### src/rtl/dac_stream_pkg.sv
// Shared definitions for the SPI DAC streaming engine: FSM states, MCP49x2
// command-word bit positions and the frame-length helper.
package dac_stream_pkg;

    typedef enum logic [2:0] {
        IDLE     = 3'd0,
        CS_SETUP = 3'd1,
        SHIFT    = 3'd2,
        CS_HOLD  = 3'd3,
        LDAC     = 3'd4
    } dac_state_e;

    localparam int WORD_W      = 16;
    localparam int DAC_FIELD_W = 12;
    localparam int AB_BIT      = 15;
    localparam int BUF_BIT     = 14;
    localparam int GA_BIT      = 13;
    localparam int SHDN_BIT    = 12;

    // Cycles busy stays high for one complete frame.
    function automatic int frame_cyc(input int nch, input int sck_half);
        return nch * 34 * sck_half + sck_half;
    endfunction

endpackage

### src/rtl/tick_gen.sv
// Sample-rate tick generator: one-cycle pulse every DIV clocks while enabled.
module tick_gen #(
    parameter int DIV = 5000
) (
    input  logic clk,
    input  logic rst_n,
    input  logic enable,
    output logic tick
);

    localparam int            CNT_W    = (DIV > 1) ? $clog2(DIV) : 1;
    localparam logic [CNT_W-1:0] CNT_LAST = CNT_W'(DIV - 1);

    logic [CNT_W-1:0] cnt_r;

    // Free-running modulo-DIV counter, held at zero while disabled.
    always_ff @(posedge clk or negedge rst_n) begin
        if (!rst_n) begin
            cnt_r <= '0;
        end else if (!enable) begin
            cnt_r <= '0;
        end else if (cnt_r == CNT_LAST) begin
            cnt_r <= '0;
        end else begin
            cnt_r <= cnt_r + 1'b1;
        end
    end

    assign tick = enable && (cnt_r == CNT_LAST);

endmodule

### src/rtl/spi_dac_stream.sv
// SPI DAC streaming engine: buffers one multi-channel sample, and on each
// sample tick serialises one command word per channel followed by an LDAC pulse.
module spi_dac_stream
    import dac_stream_pkg::*;
#(
    parameter int DATA_W     = 10,
    parameter int NCH        = 2,
    parameter int SAMPLE_DIV = 5000,
    parameter int SCK_HALF   = 2,
    parameter int GAIN_1X    = 1,
    parameter int BUF_REF    = 0
) (
    input  logic                  sysclk,
    input  logic                  rst_n,
    input  logic                  enable,
    input  logic [NCH*DATA_W-1:0] data_in,
    input  logic                  data_valid,
    output logic                  data_ready,
    output logic                  dac_cs,
    output logic                  dac_sck,
    output logic                  dac_sdi,
    output logic                  dac_ld,
    output logic                  busy,
    output logic                  underrun,
    output logic                  overrun,
    input  logic                  clr_flags
);

    localparam int                HALF_W    = (SCK_HALF > 1) ? $clog2(SCK_HALF) : 1;
    localparam logic [HALF_W-1:0] HALF_LAST = HALF_W'(SCK_HALF - 1);

    function automatic logic [DATA_W-1:0] chan_sample(input logic [NCH*DATA_W-1:0] vec,
                                                      input logic [0:0] ch);
        logic [DATA_W-1:0] s;
        s = '0;
        for (int k = 0; k < NCH; k++) begin
            if (k == int'(ch)) s = vec[k*DATA_W +: DATA_W];
        end
        return s;
    endfunction

    // Sample is left-justified into the 12-bit DAC field; SHDN_n is always 1.
    function automatic logic [WORD_W-1:0] build_word(input logic [DATA_W-1:0] sample,
                                                     input logic [0:0] ch);
        logic [WORD_W-1:0] w;
        w                          = '0;
        w[AB_BIT]                  = ch[0];
        w[BUF_BIT]                 = (BUF_REF != 0);
        w[GA_BIT]                  = (GAIN_1X != 0);
        w[SHDN_BIT]                = 1'b1;
        w[DAC_FIELD_W-1 -: DATA_W] = sample;
        return w;
    endfunction

    logic                  tick_s;
    logic                  load_s;
    logic                  accept_s;
    logic                  take_s;
    logic [NCH*DATA_W-1:0] sample_sel_s;
    logic [WORD_W-1:0]     first_word_s;
    logic [WORD_W-1:0]     next_word_s;
    logic                  more_ch_s;
    logic                  half_end_s;

    logic [NCH*DATA_W-1:0] hold_r;
    logic                  ready_r;
    logic [NCH*DATA_W-1:0] shadow_r;
    logic                  underrun_r;
    logic                  overrun_r;

    dac_state_e            state_r,  state_nxt_s;
    logic [HALF_W-1:0]     half_r,   half_nxt_s;
    logic [3:0]            bit_r,    bit_nxt_s;
    logic [0:0]            ch_r,     ch_nxt_s;
    logic [WORD_W-1:0]     shift_r,  shift_nxt_s;
    logic                  cs_r,     cs_nxt_s;
    logic                  sck_r,    sck_nxt_s;
    logic                  sdi_r,    sdi_nxt_s;
    logic                  ld_r,     ld_nxt_s;
    logic                  busy_r;

    tick_gen #(.DIV(SAMPLE_DIV)) u_tick_gen (
        .clk    (sysclk),
        .rst_n  (rst_n),
        .enable (enable),
        .tick   (tick_s)
    );

    // A same-cycle load counts as a full holding register for the tick.
    assign load_s       = data_valid && ready_r;
    assign accept_s     = tick_s && !busy_r;
    assign take_s       = accept_s && (!ready_r || load_s);
    assign sample_sel_s = ready_r ? data_in : hold_r;
    assign first_word_s = build_word(chan_sample(take_s ? sample_sel_s : shadow_r, 1'b0), 1'b0);
    assign next_word_s  = build_word(chan_sample(shadow_r, ch_r + 1'b1), ch_r + 1'b1);
    assign more_ch_s    = (int'(ch_r) < NCH - 1);
    assign half_end_s   = (half_r == HALF_LAST);

    // Holding and shadow sample registers.
    always_ff @(posedge sysclk or negedge rst_n) begin
        if (!rst_n) begin
            hold_r   <= '0;
            ready_r  <= 1'b1;
            shadow_r <= '0;
        end else begin
            if (load_s) hold_r <= data_in;
            if (take_s) begin
                ready_r  <= 1'b1;
                shadow_r <= sample_sel_s;
            end else if (load_s) begin
                ready_r  <= 1'b0;
            end
        end
    end

    // Sticky status flags; a set wins over a same-cycle clear.
    always_ff @(posedge sysclk or negedge rst_n) begin
        if (!rst_n) begin
            underrun_r <= 1'b0;
            overrun_r  <= 1'b0;
        end else begin
            if (accept_s && !take_s) underrun_r <= 1'b1;
            else if (clr_flags)      underrun_r <= 1'b0;
            if (tick_s && busy_r)    overrun_r  <= 1'b1;
            else if (clr_flags)      overrun_r  <= 1'b0;
        end
    end

    // Frame sequencer next state; pin values are computed for the next state.
    always_comb begin
        state_nxt_s = state_r;
        half_nxt_s  = half_r;
        bit_nxt_s   = bit_r;
        ch_nxt_s    = ch_r;
        shift_nxt_s = shift_r;
        cs_nxt_s    = cs_r;
        sck_nxt_s   = sck_r;
        sdi_nxt_s   = sdi_r;
        ld_nxt_s    = ld_r;
        case (state_r)
            IDLE: begin
                if (accept_s) begin
                    state_nxt_s = CS_SETUP;
                    half_nxt_s  = '0;
                    bit_nxt_s   = 4'd0;
                    ch_nxt_s    = 1'b0;
                    shift_nxt_s = first_word_s;
                    cs_nxt_s    = 1'b0;
                    sck_nxt_s   = 1'b0;
                    sdi_nxt_s   = first_word_s[WORD_W-1];
                end else begin
                    half_nxt_s  = '0;
                end
            end
            CS_SETUP: begin
                if (half_end_s) begin
                    state_nxt_s = SHIFT;
                    half_nxt_s  = '0;
                    bit_nxt_s   = 4'd0;
                    sck_nxt_s   = 1'b1;
                end else begin
                    half_nxt_s  = half_r + 1'b1;
                end
            end
            SHIFT: begin
                if (half_end_s) begin
                    half_nxt_s = '0;
                    if (sck_r) begin
                        sck_nxt_s   = 1'b0;
                        shift_nxt_s = {shift_r[WORD_W-2:0], 1'b0};
                        sdi_nxt_s   = shift_r[WORD_W-2];
                    end else if (bit_r == 4'd15) begin
                        state_nxt_s = CS_HOLD;
                        cs_nxt_s    = 1'b1;
                        sdi_nxt_s   = 1'b0;
                    end else begin
                        bit_nxt_s   = bit_r + 4'd1;
                        sck_nxt_s   = 1'b1;
                    end
                end else begin
                    half_nxt_s = half_r + 1'b1;
                end
            end
            CS_HOLD: begin
                if (half_end_s) begin
                    half_nxt_s = '0;
                    if (more_ch_s) begin
                        state_nxt_s = CS_SETUP;
                        ch_nxt_s    = ch_r + 1'b1;
                        shift_nxt_s = next_word_s;
                        cs_nxt_s    = 1'b0;
                        sdi_nxt_s   = next_word_s[WORD_W-1];
                    end else begin
                        state_nxt_s = LDAC;
                        ld_nxt_s    = 1'b0;
                    end
                end else begin
                    half_nxt_s = half_r + 1'b1;
                end
            end
            LDAC: begin
                if (half_end_s) begin
                    state_nxt_s = IDLE;
                    half_nxt_s  = '0;
                    ld_nxt_s    = 1'b1;
                end else begin
                    half_nxt_s  = half_r + 1'b1;
                end
            end
            default: begin
                state_nxt_s = IDLE;
                half_nxt_s  = '0;
                bit_nxt_s   = 4'd0;
                ch_nxt_s    = 1'b0;
                shift_nxt_s = '0;
                cs_nxt_s    = 1'b1;
                sck_nxt_s   = 1'b0;
                sdi_nxt_s   = 1'b0;
                ld_nxt_s    = 1'b1;
            end
        endcase
    end

    // Frame sequencer state, counters and registered pin drivers.
    always_ff @(posedge sysclk or negedge rst_n) begin
        if (!rst_n) begin
            state_r <= IDLE;
            half_r  <= '0;
            bit_r   <= 4'd0;
            ch_r    <= 1'b0;
            shift_r <= '0;
            cs_r    <= 1'b1;
            sck_r   <= 1'b0;
            sdi_r   <= 1'b0;
            ld_r    <= 1'b1;
            busy_r  <= 1'b0;
        end else begin
            state_r <= state_nxt_s;
            half_r  <= half_nxt_s;
            bit_r   <= bit_nxt_s;
            ch_r    <= ch_nxt_s;
            shift_r <= shift_nxt_s;
            cs_r    <= cs_nxt_s;
            sck_r   <= sck_nxt_s;
            sdi_r   <= sdi_nxt_s;
            ld_r    <= ld_nxt_s;
            busy_r  <= (state_nxt_s != IDLE);
        end
    end

    assign data_ready = ready_r;
    assign dac_cs     = cs_r;
    assign dac_sck    = sck_r;
    assign dac_sdi    = sdi_r;
    assign dac_ld     = ld_r;
    assign busy       = busy_r;
    assign underrun   = underrun_r;
    assign overrun    = overrun_r;

endmodule

### config.mk
export PLATFORM = sky130hd
export DESIGN_NAME = spi_dac_stream
export DESIGN_NICKNAME = d
export VERILOG_FILES = /design/src/rtl/dac_stream_pkg.sv /design/src/rtl/tick_gen.sv /design/src/rtl/spi_dac_stream.sv
export SDC_FILE = /design/constraint.sdc
export NUM_CORES = 1
export LEC_CHECK = 0
export ABC_AREA = 1
export ABC_CLOCK_PERIOD_IN_PS = 2150
export BUFFER_PORTS_ARGS = -buffer_cell sky130_fd_sc_hd__buf_2
export CELL_PAD_IN_SITES_DETAIL_PLACEMENT = 1
export CELL_PAD_IN_SITES_GLOBAL_PLACEMENT = 1
export CORE_UTILIZATION = 41
export CTS_CLUSTER_SIZE = 8
export DETAILED_ROUTE_END_ITERATION = 6
export GPL_TIMING_DRIVEN = 0
export HOLD_SLACK_MARGIN = 0.02
export PLACE_DENSITY = 0.8
export REMOVE_ABC_BUFFERS = 1
export SYNTH_ARGS = -nofsm -noshare
export SYNTH_HDL_FRONTEND = slang
export SYNTH_HIERARCHICAL = 1
export SYNTH_SLANG_ARGS = --single-unit
export TNS_END_PERCENT = 30
### constraint.sdc
create_clock -name sysclk -period 2.15 [get_ports sysclk]
set_input_delay 0.215 -clock sysclk [delete_from_list [all_inputs] [get_ports sysclk]]
set_output_delay 0.215 -clock sysclk [all_outputs]
set_load 0.005 [all_outputs]
### Yosys cells after proc, flatten, opt, wreduce, memory -nomap -nowiden

Index checks and enable logic that the tools add are counted.

| word-level totals | value |
|---|---|
| bits in registers | 85 |
| input port bits | 25 |
| output and inout bits | 8 |
| logic and storage cells | 126 |

| operators by class | value |
|---|---|
| add/sub/neg operators | 4 |
| $lt $le $gt $ge | 1 |
| equal/unequal tests | 18 |
| muxes and demuxes | 55 |
| bitwise gates (word level) | 4 |
| reductions and logical operators | 27 |

Operators by type and width:

| operator | count |
|---|---|
| two-way mux 15 bit | 5 |
| one-hot mux 15 bit (4 select lines) | 1 |
| two-way mux 13 bit | 2 |
| two-way mux 1 bit | 24 |
| two-way mux 3 bit | 8 |
| != test 2 bit (second input constant) | 11 |
| two-way mux 10 bit | 2 |
| two-way mux 20 bit | 1 |
| two-way mux 4 bit | 5 |
| AND reduction 6 bit | 3 |
| one-hot mux 4 bit (4 select lines) | 1 |
| one-hot mux 3 bit (5 select lines) | 1 |
| adder 13 x 1 -> 13 bit (second input constant) | 1 |
| equality test 13 bit (second input constant) | 1 |
| one-hot mux 1 bit (4 select lines) | 3 |
| AND reduction 4 bit | 3 |
| AND reduction 7 bit | 1 |
| equality test 3 x 2 -> 1 bit (second input constant) | 2 |
| logical AND 1 bit | 6 |
| one-hot mux 1 bit (3 select lines) | 2 |
| nonzero test 2 bit | 3 |
| OR reduction 3 bit | 2 |
| adder 4 x 1 -> 4 bit (second input constant) | 1 |
| equality test 4 bit (second input constant) | 1 |
| 12 further kinds | 19 |

### Depth between registers and ports, before layout

Gate-level depths: netlist of the first run.

| logic depth | value |
|---|---|
| word-level depth | 7 |
| gate-level depth with buffers | 13 |
| depth with buffers taken out | 13 |

### By module

The synthesis of the first run kept the hierarchy.

Modules (own cells, without submodules):

| module | instances | cells an instance | area an instance (µm²) | seq. area each (µm²) |
|---|---|---|---|---|
| spi_dac_stream | 1 | 498 | 3622.2 | 1755.4 |
| tick_gen | 1 | 97 | 734.5 | 325.3 |

### Worst setup path before layout of the first run

No wires, ideal clock.

| timing path | value |
|---|---|
| kind | flip-flop to flip-flop |
| start | reg u_tick_gen.cnt_r[0] |
| end | reg shift_r[10] |
| setup time | 116 ps |
| data arrival time | 1813 ps |
| data required time | 2034 ps |
| slack | 221 ps |
| stages on the path, launching flop included | 14 |
| buffers on the path | 1 |
| clock period less this slack | 1929 ps |
| cell sequence | dfrtp_1 > ha_1 > nand2_1 > nor2_1 > nand3_1 > nor2_1 > nand2_1 > nor2_1 > clkbuf_1 > nand2_1 > nand3_1 > nand2_1 > nand2_1 > nand2_1 |

| between the ends | value |
|---|---|
| word-level cells in the longest chain between the ends | 7 |
| elaborated cells between the ends (all ways) | 9 |
| those cells by class | eq/ne (2); mux (3); reduce/logical (4) |

RTL lines:

| element | line | RTL |
|---|---|---|
| from (decl) | tick_gen.sv:14 | `logic [CNT_W-1:0] cnt_r;` |
| from (signal assigned) | tick_gen.sv:25 | `cnt_r <= cnt_r + 1'b1;` |
| equality test 13 bit * | tick_gen.sv:29 | `assign tick = enable && (cnt_r == CNT_LAST);` |
| logical AND 1 bit * | tick_gen.sv:29 |  |
| net tick_s | spi_dac_stream.sv:55 | `logic tick_s;` |
| logical AND 1 bit * | spi_dac_stream.sv:91 | `assign accept_s = tick_s && !busy_r;` |
| logical AND 1 bit | spi_dac_stream.sv:92 | `assign take_s = accept_s && (!ready_r \|\| load_s);` |
| two-way mux 10 bit | -- |  |
| two-way mux 15 bit | spi_dac_stream.sv:142 | `if (accept_s) begin` |
| one-hot mux 15 bit (4 select lines) | spi_dac_stream.sv:140 | `case (state_r)` |
| to (signal assigned) | spi_dac_stream.sv:242 | `shift_r <= shift_nxt_s;` |
| to (decl) | spi_dac_stream.sv:75 | `logic [WORD_W-1:0] shift_r, shift_nxt_s;` |

The timed path passes the listed nets; every way through them passes the cells marked *. The select of a mux whose other input is x is not followed.
A chain may end at the register's enable or synchronous reset.

### Worst setup path in the final report of the first run

| timing path | value |
|---|---|
| start | reg u_tick_gen.cnt_r[3] |
| end | reg shift_r[11] |

The elaborated chain is that of the path after synthesis.

==> impl_metrics.toml, run 1 <==
[run_status]
outcome = "finished, final reports clean"

[final_layout]
fin_nets = 657
diodes = 0
area_delta_synth_final_pct = 15.22
fin_area_mm2 = 0.005020
instances_no_fill = 770
final_cell_mix = "207 x nand2_1, 79 x inv_1, 79 x dfrtp_1, 57 x o21ai_0, 37 x nor2_1"
mostFrequentLayoutCell = "nand2_1"
drive_gt1_share_pct = 14.04

[detailed_routing]
drt_first_pass_iters = 4
drc = 0
via_per_inst = 5.006
drtIter0Drc = 132
routedWlPerCell_um = 14.09
postRouteWirelength_mm = 10.85
num_vias = 3855
drtAntennaViolNets = 0

[die]
dieHeight_um = 105.1
die_w_um = 105.1
start_util_pct = 42.20
core_mm2 = 0.01032
io_pins = 33
dieArea_mm2 = 0.01104
rows = 37

[yosys]
synthTopCellsByArea = "dfrtp_1 46%, nand2_1 18%, inv_1 6.8%, o21ai_0 6.5%, nand3_1 4.4%"
syn-instance-count = 595
synth-seq-area-share_pct = 47.76
yosysUniqueCellTypes = 30
syn_area_per_cell_um2 = 7.322
synth_top_area_share_pct = 45.95
syn-cell-area_mm2 = 0.004357
yosys.area.top_type = "dfrtp_1"
ys_seq_elements = 83
synth_warnings = 6

[clock_network]
clk_pin_slew_ns = 0.09
numCtsBuffers = 9
cts_tree = "yes"
htree_levels = 3
cts_num_sinks = 83
clock-root-buffer = "clkbuf_8"
insertion_delay_ns = 0.37
clk_path_buf_depth = 2

[placement]
gp_congestion = 0.8472
post-place-ws_ns = -0.4654
dp_hpwl_mm = 7.289
dp.cells = 747
port_buffers = 32
place_area_mm2 = 0.004647

[sta]
rsz0062_at_grt = "no"
hold_viol_final = 0
worst_slew_pin_slew_ns = 0.7735
hold_ws_ns = 0.07422
setup_viol = 0
slew_viol_final = 0
timing.final.crit_share_pct = 89.34
finalCriticalPeriod_ns = 1.921
finClkSkew_ns = 0.01537
relSlewSlack_pct = 48.43
clock.fmax_ghz = 0.5206
setup_ws_ns = 0.2292
finalSetupTns_ns = 0

[setup_path]
crit_required_ns = 2.42
start_kind = "register"
cp.arrival_ns = 2.19
endpoint = "shift_r[11]"
r2r-start = "u_tick_gen/cnt_r[3]"
regToRegSetupSlack_ns = 0.23
setup.worst_path.start = "u_tick_gen/cnt_r[3]"
worstSetupEndpointType = "register"
critPathMaxFanout = 17
ff2ff_path_depth = 13
r2r-end = "shift_r[11]"
worst-setup-path-type = "register to register"

[min_path]
hp-start = "clr_flags"
hold_class = "primary input to register"

[global_routing]
antenna_found_initial = 0
grt_pass1_vias = 4050
grt_pass1_wl_mm = 19.15
groute.usage.overall_pct = 21.95
grt.overflow.total = 0
grt_max_degree = 65

[power_and_ir_drop]
p_per_area_mw_per_mm2 = 559.5
vdd_drop_max_v = 0.0003825
p_leak_nw = 2.594

[run]
maxCapViolations = 0
## repair_timing
item | CTS | global route
hold buffers | 1 | 0
resized for setup | 13 | 11
pin swaps | 3 | 3
setup buffers | 5 | 2
endpoints found under the hold margin | 19 | 0
setup endpoints to repair | 61 | 40
## area by class of cell
class / instances / area [um^2]
tap: 136 / 170.2
clock buffer: 12 / 145.1
fill: 1337 / 5304
sequential: 83 / 2086
inverter: 80 / 300.3
timing repair buffer: 42 / 297.8
multi-input combinational: 414 / 1973
clock inverter: 3 / 47.55
## flip-flops by register name (all words and copies together) (netlist names)
signal,cells
bit_r,4
busy,1
ch_r,1
dac_cs,1
dac_ld,1
dac_sck,1
dac_sdi,1
data_ready,1
half_end_s,1
hold_r,20
overrun,1
shadow_r,20
shift_r,13
state_r,3
u_tick_gen/cnt_r,13
underrun,1
## critical path: stages (launching register included)
cell and delay (ns):
dfrtp_1 0.42, inv_1 0.14, nand2_1 0.08, nor2_1 0.13
nand3_2 0.12, nor2_4 0.14, nand2_4 0.11, nor2_4 0.19
buf_12 0.16, nand2_1 0.09, nand3_1 0.08, nand2_1 0.05
nand2_1 0.05, nand2_1 0.05
## how the worst min path moves through the flow
stage	endpoint	slack (ns)	depth (start not counted)
4_1_cts	overrun	0.04	2
2_1_floorplan	bit_r[0]	-0.08	0
5_1_grt	underrun	0.06	2
6_report	underrun	0.07	2
3_5_place_dp	u_tick_gen/cnt_r[6]	0.13	1
3_3_place_gp	underrun	0.42	2
## through the flow
stage	total power, W	utilization [%]
after detailed placement	0.001688	45.01
final	0.002809	48.62
after global routing	0.002917	48.62
after CTS	0.002862	48.07
after floorplan	0.001618	-
after global placement	0.001677	44.55
## cell usage after synthesis
| library cell | instances |
|---|---|
| inv_2 | 1 |
| buf_1 | 2 |
| nor2_1 | 43 |
| o21bai_1 | 1 |
| o21ai_1 | 2 |
| nor3_1 | 3 |
| nand4_1 | 6 |
| a21oi_1 | 5 |
| buf_6 | 1 |
| nand3b_1 | 1 |
| nand2_2 | 6 |
| o211ai_1 | 8 |
| and2_1 | 10 |
| a31oi_1 | 2 |
| dfstp_2 | 3 |
| nand3_1 | 38 |
| o22ai_1 | 2 |
| mux2_2 | 2 |
| dfrtp_1 | 80 |
| inv_1 | 79 |
| nor2_2 | 6 |
| xor2_1 | 6 |
| buf_4 | 2 |
| o21ai_0 | 57 |
| nor2_4 | 2 |
| buf_2 | 4 |
| o21bai_2 | 1 |
| clkbuf_1 | 9 |
| nand2_1 | 211 |
| ha_1 | 2 |
## cell families after synthesis
group                    count (synthesis)  synth area share, %
adder cells (fa/ha/maj)                  2               0.5743
multiplexers                             2               0.5169
buffers and inverters                   98                8.903
AO/OA/AOI/OAI                           78                9.736
XOR/XNOR                                 6                1.206
flip-flops                              83                47.76
AND/OR/NAND/NOR                        326                31.30
## report_power, final
group	leakage [nW]	switching, W	internal, W
logic	1.47	0.0000588	0.0000322
clock network	0.0970	0.000580	0.000570
registers	1.02	0.00000334	0.00156
## per-layer routing
| metal | up-vias | share of wire (%) | wire [um] | GRT usage [%] |
|---|---|---|---|---|
| li1 | 1925 | - | - | - |
| met1 | 1880 | 46 | 4966 | 26.35 |
| met2 | 40 | 51 | 5491 | 39.12 |
| met3 | 10 | 2.6 | 280 | 5.552 |
| met4 | 0 | 1.0 | 113 | 5.433 |
| met5 | - | 0 | 0 | 0 |
(Power assumes the default switching activity.)
==> run 2, diff against run 1 <==
--- a/config.mk
+++ b/config.mk
@@ -8,17 +8,14 @@
 export ABC_AREA = 1
 export ABC_CLOCK_PERIOD_IN_PS = 2150
 export BUFFER_PORTS_ARGS = -buffer_cell sky130_fd_sc_hd__buf_2
-export CELL_PAD_IN_SITES_DETAIL_PLACEMENT = 1
-export CELL_PAD_IN_SITES_GLOBAL_PLACEMENT = 1
 export CORE_UTILIZATION = 41
 export CTS_CLUSTER_SIZE = 8
 export DETAILED_ROUTE_END_ITERATION = 6
 export GPL_TIMING_DRIVEN = 0
 export HOLD_SLACK_MARGIN = 0.02
-export PLACE_DENSITY = 0.8
+export PLACE_DENSITY = 0.63
 export REMOVE_ABC_BUFFERS = 1
 export SYNTH_ARGS = -nofsm -noshare
 export SYNTH_HDL_FRONTEND = slang
 export SYNTH_HIERARCHICAL = 1
 export SYNTH_SLANG_ARGS = --single-unit
-export TNS_END_PERCENT = 30
==> run 2 against run 1 <==
Against the previous run:
- via count shrank 4.2%
- die area is the same
- final area is 0.32% lower
- final cell count down 0.26%
- count of clock-buffer cells in the layout fell by 1
- critical path type unchanged
==> impl_metrics.toml, run 2 (same netlist as run 1, synthesis figures left out) <==
[global_routing]
grt_pass1_vias = 3545
grt_pass1_wl_mm = 15.79
met1_usage_pct = 23.59
grt_max_degree = 66
use_met3_pct = 4.367
grtUsageMet2_pct = 28.57
grt.overflow.total = 0
groute.usage.overall_pct = 17.68
antenna_found_initial = 0
grt_busiest_layer = "met2"

[setup_path]
cp_num_cells = 12
start_kind = "register"
critPathMaxFanout = 7
cp.arrival_ns = 2.20
worstSetupEndpointType = "register"
slowest_stage = "dfrtp_1"
critPathBufInv = 0
path_delay_family = "simple AND/OR/NAND/NOR gates"
crit_required_ns = 2.39
critPathMaxStageDelay_ns = 0.37
ff2ff_path_depth = 12
worst-setup-path-type = "register to register"
crit_chain = "ha_1 -> nand2_2 -> nor2_1 -> nand3_2 -> nor2_4 -> nand2_4 -> nand3_4 -> nand2_2 -> nor2_4 -> nand2_4 -> nand2_1 -> nand2_1"

[detailed_routing]
drt_first_pass_iters = 5
num_vias = 3695
routedWlPerCell_um = 11.77
drtAntennaViolNets = 0
via_per_inst = 4.811
drtIter0Drc = 168
drc = 0
postRouteWirelength_mm = 9.038

[final_layout]
final_cell_mix = "206 x nand2_1, 80 x dfrtp_1, 79 x inv_1, 57 x o21ai_0, 38 x nor2_1"
drive_gt1_share_pct = 13.61
fill_cells = 1039
top_regs = "hold_r x20, shadow_r x20"
diodes = 0
fin_area_mm2 = 0.005004
mostFrequentLayoutCell = "nand2_1"
fin_nets = 655
final_util_pct = 48.47
area_delta_synth_final_pct = 14.85

[sta]
finClkSkew_ns = 0.007952
hold_viol_final = 0
setup_ws_ns = 0.1951
relSlewSlack_pct = 51.66
setup_viol = 0
timing.final.crit_share_pct = 90.93
finalCriticalPeriod_ns = 1.955
slew_viol_final = 0
rsz0062_at_grt = "no"
worst_slew_pin_slew_ns = 0.7251
clock.fmax_ghz = 0.5115
finalSetupTns_ns = 0

[power_and_ir_drop]
intPower_w = 0.002275
p_total_w = 0.002903
p_per_area_mw_per_mm2 = 580.2
p_leak_nw = 2.585
combPwrFrac_pct = 2.9
vdd_drop_max_v = 0.0004499
switchingPower_w = 0.0006280
pwr-share-clk_pct = 43.1
pwr-share-seq_pct = 54.0
netSwitchingFraction_pct = 21.63

[placement]
post-place-ws_ns = -0.3553
port_buffers = 32
place_area_mm2 = 0.004647
dp_hpwl_mm = 6.062
gp_congestion = 0.8974

[die]
die_w_um = 105.1
rows = 37
start_util_pct = 42.20
io_pins = 33
dieArea_mm2 = 0.01104
core_mm2 = 0.01032
dieHeight_um = 105.1

[clock_network]
insertion_delay_ns = 0.35
cts_tree = "yes"
numCtsBuffers = 9
cts_num_sinks = 83
clk_path_buf_depth = 2
htree_levels = 3
clock-root-buffer = "clkbuf_8"
clk_pin_slew_ns = 0.09

[min_path]
hold_class = "primary input to register"
holdPathStages = 2

[run_status]
outcome = "finished, final reports clean"

[run]
maxCapViolations = 0
==> run 2: cell types whose count changed in the layout (fill, tap and decap cells not counted), sizes merged <==
cell and change:
nand2 +1, clkinv -1, buf -3, clkinvlp +2, inv -1, bufinv +1
clkbuf -1
==> run 2: area by class of cell <==
type	instances	area [um^2]	area share (%)
Timing Repair Buffer	39	245.2	4.901
Multi-Input combinational cell	415	1987	39.71
Clock buffer	11	141.4	2.826
Inverter	80	300.3	6.001
Clock inverter	4	75.07	1.500
Sequential cell	83	2085	41.66
Tap cell	136	170.2	3.401
==> run 2: layer usage <==
| layer | routed length, um | vias to the layer above |
|---|---|---|
| met1 | 4354 | 1704 |
| met3 | 309 | 8 |
| li1 | - | 1916 |
| met2 | 4271 | 67 |
| met5 | 0 | - |
| met4 | 103 | 0 |
==> run 2: repair_timing <==
item | in CTS | in global routing
endpoints found under the setup margin | 55 | 41
endpoints found under the hold margin | 18 | 0
resized for setup | 9 | 14
hold buffers | 1 | 0
setup buffers | 2 | 2
cloned | 0 | 1
pin swaps | 1 | 3
==> run 2: power groups by stage <==
| stage | registers [W] | logic [W] | clock network, W |
|---|---|---|---|
| 3_5_place_dp | 0.00160 | 0.0000860 | 0 |
| 4_1_cts | 0.00157 | 0.0000882 | 0.00128 |
| 2_1_floorplan | 0.00160 | 0.0000204 | 0 |
| 3_3_place_gp | 0.00160 | 0.0000776 | 0 |
| 5_1_grt | 0.00157 | 0.000101 | 0.00133 |
| 6_report | 0.00157 | 0.0000849 | 0.00125 |
==> run 2: through the flow <==
stage	hold slack [ns]	instances
after floorplan	-0.08059	577
after global placement	0.4249	745
after detailed placement	0.1153	747
after CTS	0.04660	765
after global routing	0.05538	768
final	0.05478	768
==> run 2: path summary, 6_finish.rpt <==
| check | start | slack [ns] | to |
|---|---|---|---|
| setup / recovery | u_tick_gen/cnt_r[0] | 0.20 | shift_r[9] |
| hold / removal | clr_flags | 0.05 | overrun |
| setup reg to reg | u_tick_gen/cnt_r[0] | 0.20 | shift_r[9] |
| hold reg to reg | u_tick_gen/cnt_r[0] | 0.46 | u_tick_gen/cnt_r[0] |
| max in group asynchronous | rst_n | 1.26 | data_ready |
| min in group asynchronous | rst_n | 0.27 | u_tick_gen/cnt_r[5] |
==> run 3, diff against run 2 <==
--- a/config.mk
+++ b/config.mk
@@ -6,14 +6,16 @@
 export NUM_CORES = 1
 export LEC_CHECK = 0
 export ABC_AREA = 1
-export ABC_CLOCK_PERIOD_IN_PS = 2150
+export ABC_CLOCK_PERIOD_IN_PS = 2090
 export BUFFER_PORTS_ARGS = -buffer_cell sky130_fd_sc_hd__buf_2
+export CORE_ASPECT_RATIO = 0.6
 export CORE_UTILIZATION = 41
 export CTS_CLUSTER_SIZE = 8
 export DETAILED_ROUTE_END_ITERATION = 6
 export GPL_TIMING_DRIVEN = 0
 export HOLD_SLACK_MARGIN = 0.02
 export PLACE_DENSITY = 0.63
+export RECOVER_POWER = 25
 export REMOVE_ABC_BUFFERS = 1
 export SYNTH_ARGS = -nofsm -noshare
 export SYNTH_HDL_FRONTEND = slang
==> constraint.sdc (replaced) <==
create_clock -name sysclk -period 2.09 [get_ports sysclk]
set_input_delay 0.209 -clock sysclk [delete_from_list [all_inputs] [get_ports sysclk]]
set_output_delay 0.209 -clock sysclk [all_outputs]
set_load 0.005 [all_outputs]
==> run 3 against run 2 <==
Against the previous run:
- count of clock-buffer cells in the layout increased by 3
- via count up 2.8%
- non-clock buffer count is 10 higher
- sequential share of layout area down 1.7 points
- highest routed layer unchanged
- final area is 4.2% higher
- global-route usage rose by 1.8 points
- hold slack better by 0.034 ns
==> impl_metrics.toml, run 3 (same netlist as run 1, synthesis figures left out) <==
[global_routing]
grt_max_degree = 51
grt.overflow.total = 0
grt_pass1_vias = 3501
antenna_found_initial = 0
groute.usage.overall_pct = 19.53
grt_pass1_wl_mm = 16.79

[placement]
place_area_mm2 = 0.004658
dp_hpwl_mm = 6.764
port_buffers = 32
gp_congestion = 0.8550

[final_layout]
final_cell_mix = "206 x nand2_1, 79 x dfrtp_1, 75 x inv_1, 57 x o21ai_0, 36 x nand3_1"
top_regs = "hold_r x20, shadow_r x20"
fin_area_mm2 = 0.005214
drive_gt1_share_pct = 16.04
mostFrequentLayoutCell = "nand2_1"
fill_cells = 998
final_util_pct = 51.67
diodes = 0
area_delta_synth_final_pct = 19.67
fin_nets = 665

[die]
start_util_pct = 43.18
die_w_um = 135.1
core_mm2 = 0.01009
dieArea_mm2 = 0.01106
dieHeight_um = 81.85
io_pins = 33
rows = 28

[run_status]
outcome = "finished, final reports clean"

[setup_path]
ff2ff_path_depth = 13
start_kind = "register"
crit_required_ns = 2.32
critPathMaxFanout = 7
r2r-start = "u_tick_gen/cnt_r[1]"
regToRegSetupSlack_ns = 0.13
worstSetupEndpointType = "register"
cp.arrival_ns = 2.19
worst-setup-path-type = "register to register"
r2r-end = "shift_r[4]"

[detailed_routing]
drtAntennaViolNets = 0
drtIter0Drc = 253
drc = 0
drt_first_pass_iters = 4
num_vias = 3798
postRouteWirelength_mm = 10.49
via_per_inst = 4.888
routedWlPerCell_um = 13.49

[sta]
clock.fmax_ghz = 0.5096
relSlewSlack_pct = 40.67
worst_slew_pin_slew_ns = 0.8900
timing.final.crit_share_pct = 93.89
hold_viol_final = 0
setup_viol = 0
finalCriticalPeriod_ns = 1.962
finClkSkew_ns = 0.004379
slew_viol_final = 0

[min_path]
hold_end = "overrun"
holdPathStages = 2
hp-start = "clr_flags"
hold_class = "primary input to register"

[clock_network]
cts_num_sinks = 83
clk_path_buf_depth = 2
htree_levels = 3
numCtsBuffers = 9
cts_tree = "yes"
insertion_delay_ns = 0.33
clk_pin_slew_ns = 0.06
clock-root-buffer = "clkbuf_16"

[run]
maxCapViolations = 0

[power_and_ir_drop]
p_per_area_mw_per_mm2 = 646.1
p_leak_nw = 2.700
vdd_drop_max_v = 0.0004422
[run 3: cell count changes in the layout (fill, tap and decap cells not counted), moves of 3 or more]
cell       before  now
clkbuf_16       0   10
clkbuf_8       10    4
nor2_2          5    8
inv_1          79   75
inv_2           1    5
buf_4           5   11
nor2_1         38   35
[run 3: final cells by class]
cell class                 count  area (um^2)  area share (%)
clock inverter                 1        30.03          0.5760
timing repair buffer          49        345.3           6.623
multi-input combinational    415         1999           38.35
clock buffer                  14        284.0           5.448
inverter                      80        300.3           5.760
tap                          135        168.9           3.240
sequential                    83         2086           40.00
[run 3: how the worst max path moves through the flow]
| stage | start | end | slack, ns |
|---|---|---|---|
| after floorplan | u_tick_gen/cnt_r[0] | shift_r[10] | -0.38 |
| after detailed placement | data_ready | hold_r[10] | -0.43 |
| after global routing | u_tick_gen/cnt_r[6] | shift_r[5] | -0.02 |
| after global placement | u_tick_gen/cnt_r[0] | shift_r[4] | -1.30 |
| after CTS | u_tick_gen/cnt_r[0] | shift_r[5] | 0.009 |
| final | u_tick_gen/cnt_r[1] | shift_r[4] | 0.13 |
[run 3: power breakdown]
part | internal, W | switching [W]
Combinational | 0.0000367 | 0.0000609
Sequential | 0.00161 | 0.00000544
Clock | 0.00105 | 0.000604
Total | 0.00270 | 0.000670
[run 3: stage by stage]
step	std cells	worst slack [ns]	hold slack [ns]	TNS [ns]	power, W
global route	777	-0.02165	0.09089	-0.02165	0.003486
global placement	744	-1.298	0.4201	-40.92	0.001726
detailed placement	746	-0.4280	0.1990	-13.57	0.001735
floorplan	577	-0.3836	-0.08659	-9.627	0.001665
CTS	765	0.009279	0.07516	0	0.003403
finish	777	0.1276	0.08886	0	0.003369
[run 3: per-layer routing]
layer / vias to the layer above / part of all wire, % / GRT usage [%] / wire (um)
met5: - / 0 / 0 / 0
met4: 0 / 0.34 / 4.382 / 36
met2: 92 / 42 / 31.03 / 4425
met1: 1758 / 51 / 27.22 / 5389
met3: 5 / 6.0 / 4.383 / 634
li1: 1943 / - / - / -
[run 3: critical path: stages (launching register included)]
cell and delay, ns:
dfrtp_1 0.40, ha_4 0.17, nand2_4 0.07, nor2_2 0.09
nand3_2 0.12, nor2_4 0.14, nand2_4 0.11, nor2_4 0.23
clkbuf_16 0.20, nand2_1 0.07, nand3_1 0.09, nand2_1 0.06
nand2_1 0.05, nand2_1 0.04
[run 3: what timing repair did]
item,4_1_cts,5_1_grt
pin swaps,3,6
hold endpoints to repair,32,0
hold buffers,1,0
setup endpoints to repair,59,33
resized for setup,15,18
gates cloned,0,3
setup buffers,3,9
